`src/rtl/stop_watch_pkg.sv`:
```
// stop_watch_pkg: shared BCD widths, limits, time struct and digit validity check
package stop_watch_pkg;
  localparam int DIGIT_W = 4;
  localparam int SEC_MAX = 59;
  localparam int MIN_MAX = 59;
  typedef struct packed {
    logic [2*DIGIT_W-1:0] hr;
    logic [2*DIGIT_W-1:0] min;
    logic [2*DIGIT_W-1:0] sec;
  } bcd_time_t;
  function automatic logic bcd_ok(input logic [2*DIGIT_W-1:0] v, input int max);
    return v[7:4] <= 4'd9 && v[3:0] <= 4'd9 && (int'(v[7:4]) * 10 + int'(v[3:0])) <= max;
  endfunction
endpackage

```
`src/rtl/bcd_mod_cnt.sv`:
```
// bcd_mod_cnt: two-digit BCD modulo-(MAX+1) up/down counter with load and carry/borrow out
module bcd_mod_cnt
  import stop_watch_pkg::*;
#(
  parameter int MAX = 59
) (
  input  logic                 clk,
  input  logic                 rst,
  input  logic                 en,
  input  logic                 dir,
  input  logic                 ld,
  input  logic [2*DIGIT_W-1:0] ld_val,
  output logic [2*DIGIT_W-1:0] value,
  output logic                 co
);
  localparam logic [2*DIGIT_W-1:0] TOP = 8'((MAX / 10) * 16 + MAX % 10);
  logic [2*DIGIT_W-1:0] inc, dec;
  assign co  = en && (dir ? value == 8'h00 : value == TOP);
  assign inc = value == TOP ? 8'h00 : value[3:0] == 4'd9 ? {value[7:4] + 4'd1, 4'd0} : value + 8'd1;
  assign dec = value == 8'h00 ? TOP : value[3:0] == 4'd0 ? {value[7:4] - 4'd1, 4'd9} : value - 8'd1;
  always_ff @(posedge clk)
    value <= rst ? '0 : ld ? ld_val : en ? (dir ? dec : inc) : value;
endmodule

```
`src/rtl/stop_watch_lap.sv`:
```
// stop_watch_lap: HH:MM:SS BCD stopwatch/timer with prescaler, preload, lap freeze and event pulses
module stop_watch_lap
  import stop_watch_pkg::*;
#(
  parameter int TICK_DIV = 50_000_000,
  parameter int HR_MAX   = 23
) (
  input  logic       clk,
  input  logic       rst,
  input  logic       clear,
  input  logic       start_stop,
  input  logic       lap,
  input  logic       mode_down,
  input  logic       load,
  input  logic [7:0] pre_hr,
  input  logic [7:0] pre_min,
  input  logic [7:0] pre_sec,
  output logic [3:0] hr_h,
  output logic [3:0] hr_l,
  output logic [3:0] min_h,
  output logic [3:0] min_l,
  output logic [3:0] sec_h,
  output logic [3:0] sec_l,
  output logic       running,
  output logic       lap_active,
  output logic       wrap,
  output logic       done,
  output logic       load_err
);
  localparam int PW = $clog2(TICK_DIV);
  logic [PW-1:0] pre_cnt;
  logic mode_dn;
  bcd_time_t live, lap_reg;
  logic sec_co, min_co, hr_co, tick, load_ok, ld, zero, last;
  assign load_ok = load && !running && bcd_ok(pre_hr, HR_MAX) && bcd_ok(pre_min, MIN_MAX) && bcd_ok(pre_sec, SEC_MAX);
  assign tick    = running && !clear && !load && !start_stop && pre_cnt == PW'(TICK_DIV - 1);
  assign ld      = clear || load_ok;
  assign zero    = live == '0;
  assign last    = live == 24'h000001;
  bcd_mod_cnt #(.MAX(SEC_MAX)) u_sec (
    .clk(clk), .rst(rst), .en(tick), .dir(mode_dn), .ld(ld),
    .ld_val(clear ? 8'h00 : pre_sec), .value(live.sec), .co(sec_co)
  );
  bcd_mod_cnt #(.MAX(MIN_MAX)) u_min (
    .clk(clk), .rst(rst), .en(sec_co), .dir(mode_dn), .ld(ld),
    .ld_val(clear ? 8'h00 : pre_min), .value(live.min), .co(min_co)
  );
  bcd_mod_cnt #(.MAX(HR_MAX)) u_hr (
    .clk(clk), .rst(rst), .en(min_co), .dir(mode_dn), .ld(ld),
    .ld_val(clear ? 8'h00 : pre_hr), .value(live.hr), .co(hr_co)
  );
  assign {hr_h, hr_l, min_h, min_l, sec_h, sec_l} = lap_active ? lap_reg : live;
  always_ff @(posedge clk) begin
    if (rst) begin
      pre_cnt    <= '0;
      running    <= 1'b0;
      mode_dn    <= 1'b0;
      lap_active <= 1'b0;
      lap_reg    <= '0;
      wrap       <= 1'b0;
      done       <= 1'b0;
      load_err   <= 1'b0;
    end else begin
      wrap     <= 1'b0;
      done     <= 1'b0;
      load_err <= 1'b0;
      if (clear) begin
        pre_cnt    <= '0;
        running    <= 1'b0;
        lap_active <= 1'b0;
      end else begin
        if (load) begin
          if (load_ok) pre_cnt <= '0;
          else load_err <= 1'b1;
        end else if (start_stop) begin
          if (running) running <= 1'b0;
          else if (!(mode_down && zero)) begin
            running <= 1'b1;
            mode_dn <= mode_down;
          end
        end else if (running) begin
          pre_cnt <= tick ? '0 : pre_cnt + 1'b1;
          wrap    <= hr_co && !mode_dn;
          if (tick && mode_dn && last) begin
            running <= 1'b0;
            done    <= 1'b1;
          end
        end
        if (lap) begin
          if (lap_active) lap_active <= 1'b0;
          else if (running) begin
            lap_active <= 1'b1;
            lap_reg    <= live;
          end
        end
      end
    end
  end
endmodule
```
`config.mk`:
```
export PLATFORM = sky130hd
export DESIGN_NAME = stop_watch_lap
export DESIGN_NICKNAME = d
export VERILOG_FILES = /design/src/rtl/stop_watch_pkg.sv /design/src/rtl/bcd_mod_cnt.sv /design/src/rtl/stop_watch_lap.sv
export SDC_FILE = /design/constraint.sdc
export NUM_CORES = 1
export LEC_CHECK = 0
export CORE_ASPECT_RATIO = 0.5
export CORE_UTILIZATION = 63
export DETAILED_ROUTE_END_ITERATION = 7
export PLACE_DENSITY = 0.94
export SETUP_SLACK_MARGIN = 0.3
export SYNTH_ARGS = -nofsm -noshare
export SYNTH_HDL_FRONTEND = slang
export SYNTH_SLANG_ARGS = --single-unit
```
`constraint.sdc`:
```
create_clock -name clk -period 5.95 [get_ports clk]
set_input_delay 1.19 -clock clk [delete_from_list [all_inputs] [get_ports clk]]
set_output_delay 1.19 -clock clk [all_outputs]
set_load 0.005 [all_outputs]
```
* Word level (Yosys, flattened, before mapping)
Index checks and enable logic that the tools add are counted.
** Storage, ports and cells
- Register bits :: 80
- Bits in latches :: 0
- Bits in writable memories :: 0
- Bits in read-only memories :: 0
- Memories kept :: 0
** Cells by class
- Add/subtract/negate cells :: 16
- $mul :: 3
- Divide/modulo/power cells :: 0
- $lt $le $gt $ge :: 9
- Equality and inequality tests :: 10
- Shifts and indexed selects :: 0
- Multiplexer cells :: 42
- Bitwise operators :: 5
- Reductions and logical operators :: 44
** Operator list (number)
- two-way mux 8 bit :: 24
- two-way mux 26 bit :: 5
- adder 8 x 4 -> 9 bit :: 3
- adder 26 x 1 -> 26 bit, second input constant :: 1
- == test 26 bit, second input constant :: 1
- adder 8 x 1 -> 8 bit, second input constant :: 3
- == test 24 x 1 -> 1 bit, second input constant :: 1
- less-or-equal comparator 4 bit, second input constant :: 6
- zero test 24 bit :: 1
- zero test 8 bit :: 3
- two-way mux 24 bit :: 1
- subtractor 8 x 1 -> 8 bit, second input constant :: 3
- logical AND 1 bit :: 21
- multiplier 4 x 3 -> 7 bit, second input constant :: 3
- less-or-equal comparator 9 x 6 -> 1 bit, second input constant :: 2
- == test 8 x 7 -> 1 bit, second input constant :: 2
- adder 4 x 1 -> 4 bit, second input constant :: 3
- == test 4 bit, second input constant :: 3
- zero test 4 bit :: 3
- two-way mux 1 bit :: 12
- subtractor 4 x 1 -> 4 bit, second input constant :: 3
- less-or-equal comparator 9 x 5 -> 1 bit, second input constant :: 1
- == test 8 x 6 -> 1 bit, second input constant :: 1
- nonzero test 2 bit :: 4
- other kinds (10) :: 19

* Depth between registers and ports, before layout
Gate-level depths: netlist (run 1).
- Depth after elaboration :: 10
- Depth in mapped cells :: 13
- Depth with buffers taken out :: 11

* Modules after synthesis
Synthesis (run 1) repeated with hierarchy kept, for this count alone.
** Second synthesis, totals
- Cells, all modules :: 868
- Area, all modules :: 6635.1 um^2
** By module, submodules not included
- stop_watch_lap :: times used 1, cells each 478, area an instance 3821.2 um^2, seq. area each 1121.1 um^2
- bcd_mod_cnt at u_min ... :: times used 2, cells each 128, area an instance 918.4 um^2, seq. area each 160.2 um^2
- bcd_mod_cnt at u_hr :: times used 1, cells each 134, area an instance 977.2 um^2, seq. area each 160.2 um^2

* Worst setup path after synthesis (run 1)
Ideal clock, no wire load.
- Kind :: input-to-reg
- Start :: input pre_sec[5]
- End :: register pre_cnt[17]
- Arrival :: 4174 ps
- Setup slack :: 1702 ps
- Stages :: 12
- Path buffers :: 1
- Cells stage by stage :: ha_1 -> ha_1 -> fa_1 -> o2bb2ai_1 -> o41a_1 -> or3_4 -> nor4_4 -> nand4_4 -> and2_4 -> buf_6 -> or3_1 -> a21oi_1
** On the way
- Word-level cells in the longest chain between the ends :: 7
** RTL lines
- start: declaration :: RTL line stop_watch_lap.sv:17 : input logic [7:0] pre_sec,
- multiplier 4 x 3 -> 7 bit :: RTL line stop_watch_pkg.sv:12 : return v[7:4] <= 4'd9 && v[3:0] <= 4'd9 && (int'(v[7:4]) * 10 + int'(v[3:0])) <= max;
- adder 8 x 4 -> 9 bit :: RTL line stop_watch_pkg.sv:12
- less-or-equal comparator 9 x 6 -> 1 bit :: RTL line stop_watch_pkg.sv:12
- logical AND 1 bit (*) :: RTL line stop_watch_pkg.sv:12
- logical AND 1 bit (*) :: RTL line stop_watch_lap.sv:35 : assign load_ok = load && !running && bcd_ok(pre_hr, HR_MAX) && bcd_ok(pre_min, MIN_MAX) && bcd_ok(pre_sec, SEC ...
- != test 2 x 1 -> 1 bit (no source line) (*)
- AND reduction 3 bit (no source line) (*)
- end signal: assignment :: RTL line stop_watch_lap.sv:82 : pre_cnt <= tick ? '0 : pre_cnt + 1'b1;
- end: declaration :: RTL line stop_watch_lap.sv:31 : logic [PW-1:0] pre_cnt;
Mark *: on every way between the ends. The rest lies on a longest branch, timed or not.
A chain may end at the register's enable or synchronous reset.

* Worst setup path in the final report (run 1)
- Start :: input pre_hr[5]
- End :: register pre_cnt[20]
** On the way
- Word-level cells in the longest chain between the ends :: 9
** RTL lines
- start: declaration :: RTL line stop_watch_lap.sv:15 : input logic [7:0] pre_hr,
- multiplier 4 x 3 -> 7 bit :: RTL line stop_watch_pkg.sv:12
- adder 8 x 4 -> 9 bit :: RTL line stop_watch_pkg.sv:12
- less-or-equal comparator 9 x 5 -> 1 bit :: RTL line stop_watch_pkg.sv:12
- logical AND 1 bit (*) :: RTL line stop_watch_pkg.sv:12
- logical AND 1 bit (*) (3 in series) :: RTL line stop_watch_lap.sv:35
- != test 2 x 1 -> 1 bit (no source line) (*)
- AND reduction 3 bit (no source line) (*)
Marked as above.

==> flow_summary.yaml, run 1 <==
placed_design:
  dp_slack_ns: 0.6454
  dpl.hpwl_mm: 11.64
  io_buffers: 59
  gp_congestion: 0.9389
worst_setup_path:
  required_ns: 6.15
  cp_common_cell: "a2111oi_0"
  critPathMaxStageDelay_ns: 0.69
  cp_top_family: "compound AO/OA/AOI/OAI gates"
  path_buf_inv: 2
  path_class: "input pin to flip-flop"
  start_kind: "input pin"
  crit_arrival_ns: 5.38
  path_cells: "clkdlybuf4s50_1, ha_1, ha_1, fa_1, a2111oi_0, nor3_1, a2111oi_0, nand4_1, buf_4, a2111oi_0, xnor2_1, nor2_1"
  end_kind: "flip-flop"
  crit_path_top_delay_cell: "a2111oi_0"
  worst-path-max-fanout: 28
routing:
  vias_per_cell: 6.422
  first_pass_iters: 5
  drtAntennaViolNets: 0
  via_count: 6287
  first_iter_violations: 668
  post_drt_wl_per_cell_um: 16.92
  drt-total-wl_mm: 16.57
  post-route-drc-count: 0
yosys:
  synth_cells: 814
  yosys_warnings: 0
  synth_fp_nets: 894
  synth_cell_types: 72
  synth_compound_area_share_pct: 22.82
  ys_ff_latch: 80
  synthArstFlopShare_pct: 0
  synth_area_per_cell_um2: 7.564
  synth-edff-count: 0
  synth_top_family_by_area: "simple AND/OR/NAND/NOR gates"
  synthMuxAreaShare_pct: 5.162
  synth_seq_area_share_pct: 26.01
  synthXorXnorAreaFrac_pct: 4.410
  synthFlopType: "dfxtp_1"
  yosys.area_share.simple_pct: 26.03
  netlist_area_um2: 6157
  synth-adder-area-share_pct: 10.69
final_layout:
  layout_commonest_cell: "nand2_1"
  drive_above_1_share_pct: 5.450
  largest_register_ffs: 26
  fin_nets: 919
  final_util_pct: 74.38
  area.growth.synth_to_final_pct: 14.49
  diodes: 0
  layout_common_cells: "nand2_1, nor2_1, dfxtp_1"
power_and_ir_drop:
  clockPowerShare_pct: 42.8
  p_comb_share_pct: 13.0
  switching_share_pct: 27.33
  vdd_drop_max_uv: 151.7
  p_leak_uw: 0.002520
  p_sw_uw: 334.0
  p_int_uw: 888.2
  power.density_nw_per_um2: 173.4
  seqPwrFrac_pct: 44.2
sta:
  finalHoldViolations: 0
  slew_headroom_pct: 35.16
  worst-slew-pin-transition_ns: 0.9695
  setup_tns_ns: 0
  clock.fmax_mhz: 193.1
  rsz0062_at_grt: "no"
  fin_ws_ns: 0.7726
  post-route-period-util_pct: 87.02
  min_period_ns: 5.177
  finalClockSkew_ns: 0.01278
  finalMaxSlewViolations: 0
  finalSetupViolations: 0
floorplan:
  die_h_um: 71.91
  fp.dieW_um: 141.8
  num_rows: 25
  ios: 60
  core_area_um2: 9478
  initial_core_util_pct: 64.96
  fp.dieArea_um2: 10200
clocking:
  insertion_delay_ns: 0.35
  cts-buffers-inserted: 9
  cts.sinks: 80
  ctsHoldBuffers: 0
  post-cts-setup-buffer-count: 0
  clkTransAtPathRegs_ns: 0.07
  cts_resized: 0
  h-tree-depth: 3
  clk_path_buf_depth: 2
  cts_root_buf: "clkbuf_16"
  cts_tree: "yes"
global_route:
  track_usage_pct: 33.73
  grt_max_degree: 51
  grt_pass1_wl_mm: 27.52
  grt_pass1_vias: 5794
  gr-total-overflow: 0
  antenna_found_initial: 0
job:
  maxCapViolCount: 0
status:
  status: "finished clean"
hold_path:
  worstHoldPathType: "flip-flop to flip-flop"
==> cell families (layout without fill, tap and decap cells) <==
logic type                 after synthesis  count (layout)
adders and majority gates               49              49
xor gates and xnor gates                31              31
and+or+nand+nor                        331             331
buffers and inverters                   77             107
AOI/OAI and AO/OA                      216             216
DFF                                     80              80
muxes                                   30              30
==> metrics by stage <==
stage	hold slack [ns]	area [µm²]	instances	total power, µW
detailed placement	0.4428	6774	963	705.8
floorplan	0.4329	6157	814	648.6
finish	0.4497	7049	979	1222
global placement	0.4374	6774	963	697.7
global route	0.4665	7049	979	1258
CTS	0.4516	7049	979	1217
==> power groups by stage <==
stage	combinational [µW]	clock [µW]	sequential [µW]
6_report	159	523	540
5_1_grt	173	545	540
4_1_cts	155	522	540
3_5_place_dp	154	0	552
3_3_place_gp	146	0	552
2_1_floorplan	98.7	0	550
==> synth_stat cells (6+ instances only) <==
master       n  area [µm²]
nand2_1    119       446.7
nor2_1      85       319.1
dfxtp_1     80        1602
a21oi_1     62       310.3
o21ai_0     48       240.2
clkbuf_1    45       168.9
ha_1        43       538.0
inv_1       25       93.84
xnor2_1     25       219.0
nand3_1     24       120.1
nor3_1      18       90.09
mux2i_1     16       160.2
a211oi_1    15       112.6
mux2_2      14       157.7
nand4_1     10       62.56
and3_1       9       56.30
o22ai_1      9       56.30
or3_1        9       56.30
a22oi_1      8       60.06
a31oi_1      8       50.05
nand2b_1     8       50.05
nor4_1       7       43.79
o211ai_1     7       52.55
o31ai_1      7       52.55
a2111oi_0    6       52.55
fa_1         6       120.1
xor2_1       6       52.55
==> routing by layer <==
layer  GRT usage [%]  up-vias  share of wire, %
met5               0        -                 0
met3           7.327       46               8.1
met2           57.20      310                47
met1           42.27     2934                42
li1                -     2997                 -
met4           13.98        0               2.6
==> worst register-to-register path, delay by kind of cell (launching register included) <==
kind / cells / cell delay [ns]
AO/OA/AOI/OAI: 4 / 1.09
adder cells (fa/ha/maj): 1 / 0.33
flip-flops: 1 / 0.54
multiplexers: 1 / 0.19
AND/OR/NAND/NOR: 3 / 1.19
==> final timing paths <==
path / from / end / slack [ns] / cells after the start
hold reg to reg: lap_reg[14] / lap_reg[14] / 0.45 / 2
setup / recovery: pre_hr[5] / pre_cnt[20] / 0.77 / 12
hold / removal: lap_reg[14] / lap_reg[14] / 0.45 / 2
setup reg to reg: u_sec.value[0] / u_hr.value[2] / 2.48 / 9
==> cell type report <==
cell class,count,area (µm²)
fill,697,2429
sequential,80,1602
timing repair buffer,66,643.1
clock inverter,6,46.29
inverter,25,93.84
tap,135,168.9
multi-input combinational,657,4267
clock buffer,10,229.0
No activity file was read; power rests on OpenSTA's default activity.
==> inputs of run 2 (changes only) <==
- CORE_UTILIZATION: 63 -> 53
- PLACE_DENSITY: 0.94 -> 0.85
- clock period: 5.95 -> 4.2 ns (I/O delays scaled with it)
==> run 2 against run 1 <==
  * Non-clock buffer count is 34 higher
  * Power up 45%
  * Utilization fell by 7.0 points
  * Sequential share of layout area shrank 1.4 points
  * Die area is 18% higher
  * Hold slack improved by 0.0018 ns
  * Count of clock-buffer cells in the layout rose by 2
  * Sequential power rose by 42%
  * Critical path type unchanged
  * Critical endpoint is now pre_cnt[8]
==> flow_summary.yaml, run 2 (synthesis results as in run 1) <==
job:
  maxCapViolCount: 0
final_layout:
  diodes: 0
  multi_input_area_um2: 4420
  drive_above_1_share_pct: 12.31
  largest_register_ffs: 26
  final_util_pct: 67.35
  fillCellCount: 891
  area.growth.synth_to_final_pct: 21.95
  fin_nets: 953
  layout_commonest_cell: "nand2_1"
  seq_area_um2: 1602
  layout_common_cells: "nand2_1, nor2_1, dfxtp_1"
worst_setup_path:
  required_ns: 4.44
  worst-path-max-fanout: 9
  crit_path_top_delay_cell: "clkdlybuf4s50_1"
  crit_arrival_ns: 4.11
  path_class: "input pin to flip-flop"
  end_kind: "flip-flop"
  critPathMaxStageDelay_ns: 0.44
  path_cells: "clkdlybuf4s50_1, ha_1, ha_2, fa_2, xnor2_2, buf_4, buf_4, nand2_1, o22ai_1, o211ai_1, buf_4, nand4_1, buf_4, buf_4, a211oi_1, xnor2_1, nor2_1"
  start_kind: "input pin"
  cp_top_family: "buffers and inverters"
  cp_common_cell: "buf_4"
  path_buf_inv: 6
clocking:
  cts.sinks: 80
  cts-buffers-inserted: 9
  cts_root_buf: "clkbuf_16"
  clkTransAtPathRegs_ns: 0.06
  clk_path_buf_depth: 2
  cts_tree: "yes"
  ctsHoldBuffers: 0
  insertion_delay_ns: 0.34
  h-tree-depth: 3
power_and_ir_drop:
  p_leak_uw: 0.002748
  vdd_drop_max_uv: 207.8
  power.density_nw_per_um2: 235.4
global_route:
  gr-total-overflow: 0
  track_usage_pct: 28.18
  grt_pass1_vias: 5678
  grt_pass1_wl_mm: 27.67
  grt_max_degree: 52
  antenna_found_initial: 0
floorplan:
  die_h_um: 78.22
  core_area_um2: 11150
  initial_core_util_pct: 55.23
  num_rows: 27
  fp.dieW_um: 154.4
  ios: 60
  fp.dieArea_um2: 12080
routing:
  vias_per_cell: 6.272
  drt-total-wl_mm: 17.32
  first_pass_iters: 6
  post-route-drc-count: 0
  post_drt_wl_per_cell_um: 16.95
  first_iter_violations: 538
  via_count: 6410
  drtAntennaViolNets: 0
sta:
  finalSetupViolations: 0
  finalHoldViolations: 0
  finalMaxSlewViolations: 0
  post-route-period-util_pct: 92.16
  fin_ws_ns: 0.3294
  finalClockSkew_ns: 0.007053
  clock.fmax_mhz: 258.4
  rsz0062_at_grt: "no"
  min_period_ns: 3.871
  slew_headroom_pct: 30.80
  worst-slew-pin-transition_ns: 1.036
placed_design:
  gp_congestion: 0.9216
  io_buffers: 59
  dpl.hpwl_mm: 12.13
  dp_slack_ns: -0.3402
hold_path:
  worstHoldPathType: "flip-flop to flip-flop"
status:
  status: "finished clean"
run 2: changes by cell type in the layout (fill, tap and decap cells not counted), sizes merged:
cell           delta
clkinv            -2
clkbuf            +7
clkdlybuf4s50    -11
dlymetal6s2s      +1
dlygate4sd2       +7
clkinvlp          -1
buf              +32
run 2: per-stage QoR:
| step | hold WS (ns) | instance area [µm²] | setup TNS [ns] | std cells | total power (µW) |
|---|---|---|---|---|---|
| floorplan | 0.4329 | 6157 | 0 | 814 | 918.8 |
| global placement | 0.4381 | 6980 | -2.723 | 998 | 1012 |
| detailed placement | 0.4449 | 6980 | -6.032 | 998 | 1019 |
| CTS | 0.4537 | 7357 | 0 | 1018 | 1761 |
| global route | 0.4687 | 7508 | 0 | 1022 | 1835 |
| finish | 0.4514 | 7508 | 0 | 1022 | 1767 |
run 2: worst paths after layout:
path	from	endpoint	slack [ns]	cells past startpoint
hold / removal	lap_reg[23]	lap_reg[23]	0.45	2
setup reg to reg	pre_cnt[0]	u_min.value[5]	0.77	8
setup / recovery	pre_min[6]	pre_cnt[8]	0.33	17
hold reg to reg	lap_reg[23]	lap_reg[23]	0.45	2
run 2: worst register-to-register path, stage by stage (launching register included):
cell and delay, ns:
dfxtp_1 0.40, ha_1 0.21, nand3_1 0.40, or4_1 0.66, or3_1 0.63, nor2_1 0.48
o21ai_0 0.18, o22ai_1 0.23, o22ai_1 0.12
run 2: area by class of cell:
cell class	count	share of cell area, %
clock inverter	3	0.2333
timing repair buffer	100	12.48
clock buffer	12	3.416
multi-input combinational	657	58.87
tap	145	2.416
sequential	80	21.33
inverter	25	1.250
run 2: layer usage:
layer,share of wire [%],up-vias,track usage [%]
met2,46,275,45.93
met1,44,3034,38.32
li1,-,3061,-
met5,0,-,0
met4,1.4,0,7.525
met3,7.9,40,5.191
run 2: repair_timing:
action	4_1_cts	5_1_grt
buffers inserted	5	2
pin swaps	21	11
setup endpoints to repair	30	29
gates cloned	0	2
resized for setup	32	25
run 2: where the power goes:
group | switching (µW) | total [µW] | internal [µW]
registers | 4.83 | 766 | 761
clock network | 301 | 728 | 427
logic | 146 | 273 | 128
total | 452 | 1770 | 1320
==> inputs of run 3 (changes only) <==
- TNS_END_PERCENT: not set -> 20
==> results of run 3 <==
Same layout as run 2: the final DEF is identical, and so are final timing and power.
